--- src/rtl/servo_cmd_rx_pkg.sv ---
// Shared constants and types for the servo command receiver: frame header,
// channel count, default timing and the receiver/parser state encodings.
package servo_cmd_rx_pkg;

  localparam logic [7:0] HDR_BYTE         = 8'hA5;
  localparam int         NUM_CH           = 3;
  localparam int         DEF_CLK_DIV      = 10416;
  localparam int         DEF_TIMEOUT_BITS = 20;

  typedef enum logic [1:0] {
    P_HDR  = 2'd0,
    P_CH   = 2'd1,
    P_DUTY = 2'd2,
    P_CHK  = 2'd3
  } parser_state_e;

  typedef enum logic [1:0] {
    RX_IDLE  = 2'd0,
    RX_START = 2'd1,
    RX_DATA  = 2'd2,
    RX_STOP  = 2'd3
  } rx_state_e;

  // Frame check byte: channel index XOR duty value.
  function automatic logic [7:0] calc_chk(input logic [1:0] ch, input logic [7:0] duty);
    return {6'b000000, ch} ^ duty;
  endfunction

endpackage

--- src/rtl/servo_cmd_rx_uart.sv ---
// 8N1 UART receiver: two-flop synchronizer, falling-edge start detect,
// half-bit start re-check, mid-bit data sampling and stop-bit framing check.
module uart_rx_8n1
  import servo_cmd_rx_pkg::*;
#(
  parameter int CLK_DIV = DEF_CLK_DIV
) (
  input  logic       clk,
  input  logic       rst_n,
  input  logic       rx,
  output logic [7:0] data_byte,
  output logic       byte_valid,
  output logic       frame_err,
  output logic       busy
);

  localparam int             CW        = $clog2(CLK_DIV);
  localparam logic [CW-1:0]  HALF_LAST = CW'(CLK_DIV / 2 - 1);
  localparam logic [CW-1:0]  FULL_LAST = CW'(CLK_DIV - 1);

  logic      sync1_r, sync2_r, prev_r;
  rx_state_e state_r, state_nx_s;
  logic [CW-1:0] cnt_r, cnt_nx_s;
  logic [3:0] bit_cnt_r, bit_nx_s;
  logic [7:0] shift_r, shift_nx_s;
  logic valid_nx_s, ferr_nx_s;

  assign data_byte = shift_r;
  assign busy      = (state_r != RX_IDLE);

  // Bit timing: bit_cnt 0 = start, 1..8 = data, 9 = stop.
  always_comb begin
    state_nx_s = state_r;
    cnt_nx_s   = cnt_r;
    bit_nx_s   = bit_cnt_r;
    shift_nx_s = shift_r;
    valid_nx_s = 1'b0;
    ferr_nx_s  = 1'b0;
    case (state_r)
      RX_IDLE: begin
        cnt_nx_s = '0;
        bit_nx_s = 4'd0;
        if (prev_r && !sync2_r) begin
          state_nx_s = RX_START;
        end else begin
          state_nx_s = RX_IDLE;
        end
      end
      RX_START: begin
        if (cnt_r == HALF_LAST) begin
          cnt_nx_s = '0;
          if (sync2_r) begin
            state_nx_s = RX_IDLE;
          end else begin
            state_nx_s = RX_DATA;
            bit_nx_s   = 4'd1;
          end
        end else begin
          cnt_nx_s = cnt_r + CW'(1);
        end
      end
      RX_DATA: begin
        if (cnt_r == FULL_LAST) begin
          cnt_nx_s   = '0;
          shift_nx_s = {sync2_r, shift_r[7:1]};
          if (bit_cnt_r == 4'd8) begin
            bit_nx_s   = 4'd9;
            state_nx_s = RX_STOP;
          end else begin
            bit_nx_s = bit_cnt_r + 4'd1;
          end
        end else begin
          cnt_nx_s = cnt_r + CW'(1);
        end
      end
      RX_STOP: begin
        if (cnt_r == FULL_LAST) begin
          cnt_nx_s   = '0;
          bit_nx_s   = 4'd0;
          state_nx_s = RX_IDLE;
          if (sync2_r) begin
            valid_nx_s = 1'b1;
          end else begin
            ferr_nx_s = 1'b1;
          end
        end else begin
          cnt_nx_s = cnt_r + CW'(1);
        end
      end
      default: begin
        state_nx_s = RX_IDLE;
        cnt_nx_s   = '0;
        bit_nx_s   = 4'd0;
      end
    endcase
  end

  // Synchronizer, edge history and receiver state registers.
  always_ff @(posedge clk or posedge rst_n) begin
    if (rst_n) begin
      sync1_r    <= 1'b1;
      sync2_r    <= 1'b1;
      prev_r     <= 1'b1;
      state_r    <= RX_IDLE;
      cnt_r      <= '0;
      bit_cnt_r  <= 4'd0;
      shift_r    <= 8'h00;
      byte_valid <= 1'b0;
      frame_err  <= 1'b0;
    end else begin
      sync1_r    <= rx;
      sync2_r    <= sync1_r;
      prev_r     <= sync2_r;
      state_r    <= state_nx_s;
      cnt_r      <= cnt_nx_s;
      bit_cnt_r  <= bit_nx_s;
      shift_r    <= shift_nx_s;
      byte_valid <= valid_nx_s;
      frame_err  <= ferr_nx_s;
    end
  end

endmodule

--- src/rtl/servo_cmd_rx.sv ---
// Servo command receiver: parses A5/CH/DUTY/CHK frames from a UART line and
// updates one of three registered PWM duty commands per valid frame.
module servo_cmd_rx
  import servo_cmd_rx_pkg::*;
#(
  parameter int CLK_DIV      = DEF_CLK_DIV,
  parameter int TIMEOUT_BITS = DEF_TIMEOUT_BITS
) (
  input  logic       clk,
  input  logic       rst_n,
  input  logic       rx,
  output logic [7:0] duty_ch0,
  output logic [7:0] duty_ch1,
  output logic [7:0] duty_ch2,
  output logic       upd,
  output logic [1:0] upd_ch,
  output logic       err,
  output logic       busy
);

  localparam int TMO_LIMIT = TIMEOUT_BITS * CLK_DIV;
  localparam int TW        = $clog2(TMO_LIMIT);

  logic [7:0]    rx_byte_s;
  logic          byte_valid_s, frame_err_s, busy_s;
  parser_state_e p_state_r, p_nx_s;
  logic [1:0]    ch_r, ch_nx_s, upd_ch_nx_s;
  logic [7:0]    duty_lat_r, duty_nx_s;
  logic          upd_nx_s, err_nx_s, wr_s, tmo_hit_s;
  logic [TW-1:0] gap_r;

  uart_rx_8n1 #(.CLK_DIV(CLK_DIV)) u_uart (
    .clk        (clk),
    .rst_n      (rst_n),
    .rx         (rx),
    .data_byte  (rx_byte_s),
    .byte_valid (byte_valid_s),
    .frame_err  (frame_err_s),
    .busy       (busy_s)
  );

  assign busy = busy_s;

  // gap_r counts elapsed idle cycles including the stop-sample cycle.
  assign tmo_hit_s = (p_state_r != P_HDR) && !busy_s && (gap_r == TW'(TMO_LIMIT - 1));

  // Inter-byte gap timer, reloaded while receiving or waiting for a header.
  always_ff @(posedge clk or posedge rst_n) begin
    if (rst_n) begin
      gap_r <= '0;
    end else if ((p_state_r == P_HDR) || busy_s || tmo_hit_s) begin
      gap_r <= TW'(1);
    end else begin
      gap_r <= gap_r + TW'(1);
    end
  end

  // Frame parser: one transition per received byte; errors force a resync.
  always_comb begin
    p_nx_s      = p_state_r;
    ch_nx_s     = ch_r;
    duty_nx_s   = duty_lat_r;
    upd_ch_nx_s = upd_ch;
    upd_nx_s    = 1'b0;
    err_nx_s    = 1'b0;
    wr_s        = 1'b0;
    if (frame_err_s) begin
      err_nx_s = 1'b1;
      p_nx_s   = P_HDR;
    end else if (byte_valid_s) begin
      case (p_state_r)
        P_HDR: begin
          if (rx_byte_s == HDR_BYTE) begin
            p_nx_s = P_CH;
          end else begin
            p_nx_s = P_HDR;
          end
        end
        P_CH: begin
          if (rx_byte_s < 8'(NUM_CH)) begin
            ch_nx_s = rx_byte_s[1:0];
            p_nx_s  = P_DUTY;
          end else begin
            err_nx_s = 1'b1;
            p_nx_s   = P_HDR;
          end
        end
        P_DUTY: begin
          duty_nx_s = rx_byte_s;
          p_nx_s    = P_CHK;
        end
        P_CHK: begin
          p_nx_s = P_HDR;
          if (rx_byte_s == calc_chk(ch_r, duty_lat_r)) begin
            upd_nx_s    = 1'b1;
            upd_ch_nx_s = ch_r;
            wr_s        = 1'b1;
          end else begin
            err_nx_s = 1'b1;
          end
        end
        default: begin
          p_nx_s = P_HDR;
        end
      endcase
    end else if (tmo_hit_s) begin
      err_nx_s = 1'b1;
      p_nx_s   = P_HDR;
    end else begin
      p_nx_s = p_state_r;
    end
  end

  // Parser state and registered status outputs.
  always_ff @(posedge clk or posedge rst_n) begin
    if (rst_n) begin
      p_state_r  <= P_HDR;
      ch_r       <= 2'd0;
      duty_lat_r <= 8'h00;
      upd        <= 1'b0;
      upd_ch     <= 2'd0;
      err        <= 1'b0;
    end else begin
      p_state_r  <= p_nx_s;
      ch_r       <= ch_nx_s;
      duty_lat_r <= duty_nx_s;
      upd        <= upd_nx_s;
      upd_ch     <= upd_ch_nx_s;
      err        <= err_nx_s;
    end
  end

  // Duty registers hold until their own channel is written.
  always_ff @(posedge clk or posedge rst_n) begin
    if (rst_n) begin
      duty_ch0 <= 8'h00;
      duty_ch1 <= 8'h00;
      duty_ch2 <= 8'h00;
    end else if (wr_s) begin
      case (ch_r)
        2'd0:    duty_ch0 <= duty_lat_r;
        2'd1:    duty_ch1 <= duty_lat_r;
        2'd2:    duty_ch2 <= duty_lat_r;
        default: duty_ch0 <= duty_ch0;
      endcase
    end else begin
      duty_ch0 <= duty_ch0;
    end
  end

endmodule

--- config.mk ---
export PLATFORM = sky130hd
export DESIGN_NAME = servo_cmd_rx
export DESIGN_NICKNAME = d
export VERILOG_FILES = /design/src/rtl/servo_cmd_rx_pkg.sv /design/src/rtl/servo_cmd_rx_uart.sv /design/src/rtl/servo_cmd_rx.sv
export SDC_FILE = /design/constraint.sdc
export NUM_CORES = 1
export LEC_CHECK = 0
export CAP_MARGIN = 20
export CORE_MARGIN = 3
export CORE_UTILIZATION = 53
export DETAILED_ROUTE_END_ITERATION = 7
export PLACE_DENSITY = 0.79
export RECOVER_POWER = 100
export SLEW_MARGIN = 25
export SYNTH_ARGS = -nofsm -noshare
export SYNTH_HDL_FRONTEND = slang
export SYNTH_SLANG_ARGS = --single-unit
export TNS_END_PERCENT = 100
--- constraint.sdc ---
create_clock -name clk -period 2.8 [get_ports clk]
set_clock_uncertainty 0.05 [all_clocks]
set_input_delay 0.42 -clock clk [delete_from_list [all_inputs] [get_ports clk]]
set_output_delay 0.42 -clock clk [all_outputs]
set_load 0.01 [all_outputs]
==> metrics <==
status=completed; nets=410; HPWL after DPL=roughly 5500 microns; Max-slew headroom=roughly a fifth; hold slack=approximately 0.31 ns; CP max FO=8; Leak=roughly 0.0022 uW; total global routing overflow=0; CP required=slightly below 3 ns; max-slew violation count=0; CTS tree=yes; Post-CTS Setup Bufs=0; post-detailed-route wirelength per cell=~16 microns; MaxCap Viol Count=0; setup violators final=0; share of cells above drive strength 1=16.1%; Initial Util=between 50% and 60%; fin crit period=around 2.4 ns; htree depth=3; first-pass GRT wire length=roughly 14000 microns; total clock buffers created by CTS=9; core footprint=between 7000 and 8000 sq um; Max VDD drop=~0.00028 V; Post-route DRC=0; type of the worst setup path=register to register; number of synthesized flops with an enable pin=0; mean area per synthesized cell=between 10 and 15 sq um; Worst R2R Start=u_uart.data_byte[2]; synth unique cells=55; Final Hold Fails=0; Critical path origin=u_uart.data_byte[2]; drt first pass iters=4; # fillers=634; Row Count=32; setup TNS=0 ns; # clock sinks=91; Die ar.=about 9400 sq um; top post-synthesis cells by area=dfrtp_1, mux2_2, xnor2_1; Hold-fix buffers, CTS=0; diode count=0; Yosys top cell by area=dfrtp_1; post-cts gate resize count=0; CP endpoint kind=register; post-synth design cell area=about 4400 sq um; register area=approximately 2300 sq um; WP data arrival=roughly 2.6 ns; final worst-path cycle share=a little under nine tenths; Top Ports=32; largest net degree at the start of global routing=between 90 and 100; CTS max path bufs=2; Mapped Cells=about 360; Yosys top cell area share=between 50% and 60%; gr usage total=18.1%; vias per inst=approximately 5.8; Layout area overhead=13.6%; clk_lat worst skew=0.35 ns; # port buffers=31; Seq/Total Area, Yosys=52.0%; min-delay worst type=register to register; FF+latch count, synth=91; top_reg_cell synth=dfrtp_1; RSZ-0062 raised after global routing=false; die height=97.0 microns; final WL=approximately 8100 microns; Setup crit start kind=register; Vias=approximately 2900; Fmax=0.419 GHz; Worst-Margin Slew=around 1.2 ns; area occupied by multi-input gates=1930 sq um; asr flop ratio synth=100%; hold path start=u_uart.sync1_r; count leader, synth=dfrtp_1; Final ANT Viol Nets=0; Root Buffer=clkbuf_8; vias in the first global route=roughly 2900; initial antenna violation count=0; Starting DRT DRC Count=roughly 180; most frequent cells after synthesis=dfrtp_1, mux2_2, nand2_1; clock slew at reported path FFs=0.09 ns; Mapped Nets=between 300 and 400; pwr/cell area=roughly 540 nW/um^2; placer congestion estimate=around 0.84; YS warnings=0; Die Span X=97.0 microns
cells in the final DEF (no fill, tap or decap), drive strengths merged, types with 14 or more instances in the layout:
cell type	instances
dfrtp	88
dlygate4sd3	31
inv	14
nor2	17
xnor2	16
nand2	20
nand3	15
nor3	14
clkbuf	15
mux2	45
state kept, by name, indices dropped and copies added, names as in the netlist, named ones only:
register and cells:
gap_r 18, u_uart.cnt_r 14, duty_ch0 8, duty_ch1 8, duty_ch2 8, duty_lat_r 8
u_uart.data_byte 8, u_uart.bit_cnt_r 4, ch_r 2, p_state_r 2, upd_ch 2, err 1
u_uart.byte_valid 1, u_uart.frame_err 1, u_uart.prev_r 1, u_uart.state_r 1, u_uart.sync1_r 1, u_uart.sync2_r 1
upd 1
layout make-up:
cell class	instances	share of cell area, %
Clock buffer	13	3.59
Clock inverter	3	1.36
Tap cell	102	2.56
Timing Repair Buffer	34	6.61
Multi-Input combinational cell	248	38.9
Sequential cell	91	45.8
Inverter	15	1.21
power breakdown:
group	internal [uW]	switching, uW	total [uW]
clock	601	445	1050
sequential	1330	19.7	1350
combinational	89.9	176	266
total	2020	641	2660
path summary, 6_finish.rpt:
path | to | slack, ns | depth (start not counted)
worst max-delay path | duty_ch0[6] | 0.41 | 4
worst min-delay path | u_uart.sync2_r | 0.31 | 0
worst max register to register | duty_ch0[6] | 0.41 | 4
worst min register to register | u_uart.sync2_r | 0.31 | 0
max in group asynchronous | gap_r[14] | 1.03 | 3
min in group asynchronous | u_uart.cnt_r[12] | 0.93 | 3
critical path, stage by stage, from the launching register on:
cell,delay (ns)
dfrtp_1,0.46
xnor2_1,0.17
nand4_1,0.35
or4b_1,0.84
mux2_1,0.40
per-stage QoR:
| step | total power (uW) | utilization (%) | worst slack [ns] | instance area (sq um) | instances |
|---|---|---|---|---|---|
| CTS | 2700 | 64.0 | 0.457 | 5050 | 506 |
| global placement | 1650 | 60.9 | 0.533 | 4800 | 490 |
| floorplan | 1580 | - | 0.781 | 4390 | 364 |
| finish | 2660 | 63.1 | 0.413 | 4980 | 506 |
| detailed placement | 1650 | 60.9 | 0.480 | 4800 | 490 |
| global route | 2780 | 63.1 | 0.216 | 4980 | 506 |
layer usage:
metal / vias to the layer above / share of wire, % / global-route usage (%)
met5: - / 0 / 0
met4: 0 / 2.1 / 7.78
met3: 13 / 2.5 / 2.67
met2: 54 / 48 / 28.8
met1: 1453 / 47 / 24.8
li1: 1417 / - / -
logic make-up (layout without fill, tap and decap cells):
family | after synthesis | after routing | share of synthesized area [%]
simple gates | 125 | 125 | 17.2
flops | 91 | 91 | 52.0
mux | 48 | 48 | 12.9
compound gates | 39 | 39 | 6.74
xor+xnor | 28 | 28 | 6.22
buf+inv | 25 | 65 | 2.60
fa+ha+maj | 8 | 8 | 2.28
(Power assumes the default switching activity.)
